### src/rtl/scan_mux_nbit.sv
// scan_mux_nbit: time-multiplexed display channel scanner.
// Optional SCAN_HOLD_EN adds hold/hold_sel to pin the scan to one channel.
module scan_mux_nbit #(
  parameter int N = 6,
  parameter int CHANNELS = 8,
  parameter int DIV = 100000,
  parameter int BLANK = 16,
  localparam int SELW = $clog2(CHANNELS)
) (
  input  logic                  clk,
  input  logic                  reset_n,
  input  logic                  en,
  input  logic [CHANNELS*N-1:0] x,
  input  logic [CHANNELS-1:0]   mask,
`ifdef SCAN_HOLD_EN
  input  logic                  hold,
  input  logic [SELW-1:0]       hold_sel,
`endif
  output logic [N-1:0]          y,
  output logic [SELW-1:0]       sel,
  output logic [CHANNELS-1:0]   an_n,
  output logic                  slot_start
);

  localparam int PW = $clog2(DIV);
  localparam logic [PW-1:0] TC  = PW'(DIV - 1);
  localparam logic [PW-1:0] BLK = PW'(BLANK);

  localparam logic [0:0] ST_BLANK = 1'b0;
  localparam logic [0:0] ST_DRIVE = 1'b1;

  logic [PW-1:0]       presc, presc_d;
  logic [0:0]          state, state_d;
  logic                tc, adv, any;
  logic                hold_i;
  logic [SELW-1:0]     hsel_i;
  logic [SELW-1:0]     nxt, sel_pre, sel_d;
  logic                act_cur, act_d;
  logic [CHANNELS-1:0] an_d;
  logic [N-1:0]        xsel;
  logic                hi_f, lo_f;
  logic [SELW-1:0]     hi_i, lo_i;

`ifdef SCAN_HOLD_EN
  assign hold_i = hold;
  assign hsel_i = hold_sel;
`else
  assign hold_i = 1'b0;
  assign hsel_i = '0;
`endif

  function automatic logic active(
    input logic [SELW-1:0]     s,
    input logic [CHANNELS-1:0] m,
    input logic                h
  );
    logic a;
    a = h;
    for (int k = 0; k < CHANNELS; k++)
      if (int'(s) == k && m[k]) a = 1'b1;
    return a;
  endfunction

  function automatic logic [CHANNELS-1:0] dec_n(
    input logic [SELW-1:0] s
  );
    logic [CHANNELS-1:0] r;
    r = '1;
    for (int k = 0; k < CHANNELS; k++)
      if (int'(s) == k) r[k] = 1'b0;
    return r;
  endfunction

  assign any     = |mask;
  assign tc      = (presc == TC);
  assign adv     = tc && (any || hold_i);
  assign presc_d = tc ? '0 : presc + 1'b1;

  // next = first set bit above sel, else lowest set bit (wraps to sel)
  always_comb begin
    hi_f = 1'b0;
    lo_f = 1'b0;
    hi_i = '0;
    lo_i = '0;
    for (int k = 0; k < CHANNELS; k++) begin
      if (mask[k] && k > int'(sel) && !hi_f) begin
        hi_f = 1'b1;
        hi_i = SELW'(k);
      end
      if (mask[k] && !lo_f) begin
        lo_f = 1'b1;
        lo_i = SELW'(k);
      end
    end
    nxt = hi_f ? hi_i : (lo_f ? lo_i : sel);
  end

  always_comb begin
    sel_pre = sel;
    if (adv) sel_pre = hold_i ? hsel_i : nxt;
    sel_d = (int'(sel_pre) >= CHANNELS) ? '0 : sel_pre;
  end

  always_comb begin
    xsel = '0;
    for (int k = 0; k < CHANNELS; k++)
      if (int'(sel) == k) xsel = x[k*N +: N];
  end

  assign state_d = (presc_d >= BLK) ? ST_DRIVE : ST_BLANK;
  assign act_cur = active(sel, mask, hold_i);
  assign act_d   = active(sel_d, mask, hold_i);
  assign an_d    = (state_d == ST_DRIVE && act_d) ? dec_n(sel_d) : '1;

  always_ff @(posedge clk or negedge reset_n) begin
    if (!reset_n) begin
      presc      <= '0;
      sel        <= '0;
      state      <= ST_BLANK;
      an_n       <= '1;
      slot_start <= 1'b0;
      y          <= '0;
    end else if (en) begin
      presc      <= presc_d;
      sel        <= sel_d;
      state      <= state_d;
      an_n       <= an_d;
      slot_start <= adv;
      if (!any && !hold_i)
        y <= '0;
      else if (state == ST_DRIVE && act_cur)
        y <= xsel;
    end
  end

endmodule

### config.mk
export PLATFORM = sky130hd
export DESIGN_NAME = scan_mux_nbit
export DESIGN_NICKNAME = d
export VERILOG_FILES = /design/src/rtl/scan_mux_nbit.sv
export SDC_FILE = /design/constraint.sdc
export NUM_CORES = 1
export LEC_CHECK = 0
export BUFFER_PORTS_ARGS = -buffer_cell sky130_fd_sc_hd__buf_2
export CAP_MARGIN = 25
export CORE_MARGIN = 2
export CORE_UTILIZATION = 58
export CTS_BUF_LIST = sky130_fd_sc_hd__clkbuf_4 sky130_fd_sc_hd__clkbuf_8
export CTS_CLUSTER_DIAMETER = 80
export DETAILED_ROUTE_END_ITERATION = 8
export GPL_TIMING_DRIVEN = 0
export PLACE_DENSITY = 0.9
export SLEW_MARGIN = 20
export SYNTH_ARGS = -nofsm -noshare
export SYNTH_HDL_FRONTEND = slang
export SYNTH_SLANG_ARGS = --single-unit
### constraint.sdc
create_clock -name clk -period 4.3 [get_ports clk]
set_input_delay 0.215 -clock clk [delete_from_list [all_inputs] [get_ports clk]]
set_output_delay 0.215 -clock clk [all_outputs]
set_load 0.05 [all_outputs]
# Word-level counts from Yosys, hierarchy flattened
# Cells that the tools add are included.
# totals
ff_bits	36
latch_bits	0
mem_bits_rw	0
mem_bits_ro	0
input_bits	59
out_inout_bits	18
wordCells	156
mem_count	0
# classes
addsub	1
multipliers	0
n_div	0
n_lt_le_gt_ge	8
n_eq_ne	16
shift	0
n_mux	69
n_bitwise	0
n_reduce_logical	56
# ops
op	count
two-way mux 6 bit	10
two-way mux 1 bit	42
logical AND 1 bit	39
two-way mux 3 bit	11
== test 3 bit, second input constant	8
adder 17 x 1 -> 17 bit, second input constant	1
== test 17 bit, second input constant	1
>= comparator 17 x 5 -> 1 bit, second input constant	1
two-way mux 17 bit	1
logical NOT 1 bit	13
== test 3 x 2 -> 1 bit, second input constant	4
greater-than comparator 3 bit, first input constant	4
two-way mux 2 bit	4
two-way mux 8 bit	1
OR reduction 8 bit	1
== test 3 x 1 -> 1 bit, second input constant	2
greater-than comparator 2 x 3 -> 1 bit, first input constant	2
logical NOT 3 bit	2
greater-than comparator 1 x 3 -> 1 bit, first input constant	1
inequality test 2 x 1 -> 1 bit, second input constant	1
AND reduction 2 bit	1

# Logic depth before layout (Yosys ltp)
# depth
word_depth	37
ltp_mapped	9
mapped_depth_nobuf	8

# Worst setup path before layout
# Ideal clock, no wire load.
# synth_path
kind	reg-to-reg
from	reg presc[8]
to	reg an_n[5]
setup_ns	0.090
arrival_time_ns	2.484
required_ns	4.210
path_slack_ns	1.726
path_stages_with_launch	8
n_path_buf	1
period_less_slack_ns	2.574
path_cell_list	dfrtp_1 > buf_6 > or4b_1 > or4_4 > nor3_4 > mux2_2 > nor3b_1 > a31oi_1
# synth_via
elab_chain_cells	15
elab_cells_between_ends	34
classes_between	add/sub: 1; order compare: 1; eq/ne: 8; mux: 13; reduce/logical: 11
# synth_lines
item	line	text
start, declared	32	logic [PW-1:0] presc, presc_d;
start signal, assigned	124	presc <= presc_d;
branches (longest 14 deep; another with adder 17 x 1 -> 17 bit)	--	
two-way mux 8 bit *	113	assign an_d = (state_d == ST_DRIVE && act_d) ? dec_n(sel_d) : '1;
end signal, assigned	127	an_n <= an_d;
end, declared	21	output logic [CHANNELS-1:0] an_n,
# Every way passes the cells marked *.
# A chain may end at the register's enable or synchronous reset.

# Worst setup path after layout
# layout_path
from	reg presc[5]
to	reg an_n[5]
# Same word-level chain as after synthesis.

==> impl_metrics.json <==
{
  "dr_total_vias": 2687,
  "reg2reg_slack_ps": 1390,
  "firstDrtPassIters": 4,
  "crit_start": "presc[5]",
  "p_leak_nw": 1.29,
  "min_path_type": "in -> async",
  "netlist_area_um2": 2660,
  "grt_busiest_layer": "met2",
  "ctsHoldBuffers": 0,
  "initialDrtViolationCount": 255,
  "synth_xor_area_share_pct": 2.97,
  "cp_num_buf_inv": 1,
  "synth_compound_area_share_pct": 19.3,
  "p_per_area_nw_per_um2": 376,
  "drv_cap": 0,
  "tightest_slew_ps": 783,
  "final_nets": 427,
  "swShare_pct": 40.6,
  "cts.clk_slew.worst_paths_ps": 70,
  "p_int_mw": 0.714,
  "cp_top_family": "simple AND/OR/NAND/NOR gates",
  "start_util_pct": 60.6,
  "grt_pass1_vias": 2502,
  "postCtsSetupRepairBufs": 0,
  "startpoint_type": "flop",
  "maxSlewHeadroom_pct": 47.8,
  "synth_top_family_by_area": "simple AND/OR/NAND/NOR gates",
  "antenna_found_initial": 0,
  "place.gp.congestion": 0.891,
  "cts_sinks": 36,
  "final_hold_viol_count": 0,
  "dieArea_um2": 5140,
  "crit_type": "reg -> reg",
  "drive_gt1_share_pct": 31.5,
  "cp_max_fo": 10,
  "slowest_stage": "or4b_1",
  "use_met2_pct": 49.0,
  "layout.cells.most_common": "buf_2",
  "io_pins": 77,
  "place.detailed.hpwl_um": 5690,
  "worst_ir_drop_vdd_mv": 0.232,
  "grtUsageMet1_pct": 40.7,
  "fin_crit_ps": 2910,
  "die_y_um": 71.7,
  "worstRegToRegCells": 7,
  "final_area_um2": 3200,
  "die_w_um": 71.7,
  "synth_fp_nets": 345,
  "vias_per_cell": 6.40,
  "p_clk_share_pct": 21.7,
  "yosys.area.top_type_share_pct": 26.4,
  "power.switching_mw": 0.488,
  "ys_seq_area_share_pct": 34.3,
  "antenna_left": 0,
  "grt_remaining_overflow": 0,
  "yosysTopAreaCell": "dfrtp_1",
  "muxShareOfSynthArea_pct": 17.9,
  "crit_path_end_kind": "flop",
  "cts_resized": 0,
  "syn2layout_area_growth_pct": 20.2,
  "grt_usage_pct": 30.0,
  "synth_area_leaders": "dfrtp_1, mux4_2, dfstp_2",
  "synth_adder_area_share_pct": 0.471,
  "ys.flop_type": "dfrtp_1",
  "grt_max_degree": 37,
  "synth_cells": 285,
  "ys_ff_latch": 36,
  "finalWirelength_um": 7600,
  "r2r-start": "presc[5]",
  "n_antenna_cell": 0,
  "layout.cells.non_filler": 420,
  "synth-edff-count": 0,
  "outcome": "finished clean",
  "cts_max_path_buffers": 2,
  "regArea_um2": 911,
  "numCtsBuffers": 5,
  "post-route-period-util_pct": 67.6,
  "synthArstFlopShare_pct": 100,
  "htreeDepth": 2,
  "setup_viol": 0,
  "cts_root_buf": "clkbuf_8",
  "layout_common_cells": "buf_2, nand2_1, dfrtp_1",
  "grt_use_met3_pct": 5.20,
  "placed_cells": 412,
  "crit_end": "an_n[5]",
  "timing.fmax_mhz": 344,
  "grt_pass1_wl_um": 12000,
  "avgSynthCellArea_um2": 9.32,
  "slew_viol_final": 0,
  "clk_latency_ps": 280,
  "placed_area_um2": 3100,
  "coreArea_um2": 4380,
  "timing.rr.end": "an_n[5]",
  "path_cells": "clkbuf_1 > or4b_1 > or4_4 > nor3_4 > mux2_2 > nor3b_1 > a31oi_1",
  "final_util_pct": 72.9,
  "seqPwrFrac_pct": 37.1,
  "critPathArrivalTime_ps": 3110,
  "multi_input_area_um2": 1640,
  "p_comb_share_pct": 41.2,
  "port_buffers": 75,
  "path_depth": 7,
  "synth_cell_types": 53,
  "p_total_mw": 1.20,
  "ys_warn_count": 0,
  "rows": 24,
  "fin_skew_ps": 2.66,
  "avgRoutedWirePerCell_um": 18.1,
  "required_ps": 4500,
  "drc_errors": 0,
  "synthSimpleGateAreaFrac_pct": 21.0,
  "cts_tree": "yes",
  "slowest_delay_ps": 510,
  "fin_tns_setup_ps": 0,
  "rsz0062_at_grt": "no",
  "fill_cells": 328
}
## flip-flops by register name, indices dropped and copies added (netlist names)
name        cells
y               6
presc          17
state           1
sel             3
an_n            8
slot_start      1
## Yosys cell counts (8+ instances only)
library cell / n
nor2_1: 22
o31ai_1: 10
dfrtp_1: 28
mux4_2: 14
dfstp_2: 8
o21ai_0: 21
nand2_1: 36
inv_1: 9
mux2i_1: 10
nand3_1: 10
clkbuf_1: 13
## cell type report
type	count	area share, %
Timing Repair Buffer	75	11.7
Sequential cell	36	28.5
Clock buffer	8	3.05
Multi-Input combinational cell	222	51.3
Tap cell	52	2.04
Buffer	18	2.35
Inverter	9	1.06
## per-stage QoR
| step | setup WS, ps | hold slack, ps |
|---|---|---|
| 2_1_floorplan | 1730 | -80.6 |
| 6_report | 1390 | 6.56 |
| 5_1_grt | 1250 | 74.6 |
| 3_3_place_gp | 1520 | 330 |
| 4_1_cts | 1400 | 33.6 |
| 3_5_place_dp | 1450 | 336 |
## worst register-to-register path, stage by stage, from the launching register on
cell	delay, ps
dfrtp_1	370
clkbuf_1	190
or4b_1	510
or4_4	470
nor3_4	440
mux2_2	440
nor3b_1	270
a31oi_1	120
## worst min path at each step
stage                 start         to  slack, ps  cells past startpoint
CTS                 reset_n  presc[11]         30                      1
detailed placement  reset_n  presc[11]        340                      1
floorplan           reset_n   presc[0]        -80                      0
finish              reset_n  presc[11]          7                      1
global route        reset_n  presc[11]         70                      1
global placement    reset_n  presc[13]        330                      1
## metal layers
layer / vias up / share of wire [%] / routed length, µm
met5: - / 0 / 0
met4: 0 / 2.9 / 217
met3: 25 / 7.9 / 602
met2: 143 / 48 / 3670
met1: 1274 / 41 / 3110
li1: 1245 / - / -
## power groups by stage
stage	Combinational, mW	Clock (mW)	Sequential [mW]
6_report	0.495	0.261	0.446
5_1_grt	0.534	0.276	0.456
4_1_cts	0.491	0.263	0.445
3_5_place_dp	0.490	0	0.451
3_3_place_gp	0.473	0	0.447
2_1_floorplan	0.234	0	0.571
## cell families after synthesis
| logic type | after synthesis |
|---|---|
| fa+ha+maj | 1 |
| xor+xnor | 9 |
| simple gates | 108 |
| compound gates | 75 |
| mux | 29 |
| flops | 36 |
| buf+inv | 27 |
(Power assumes the default switching activity.)
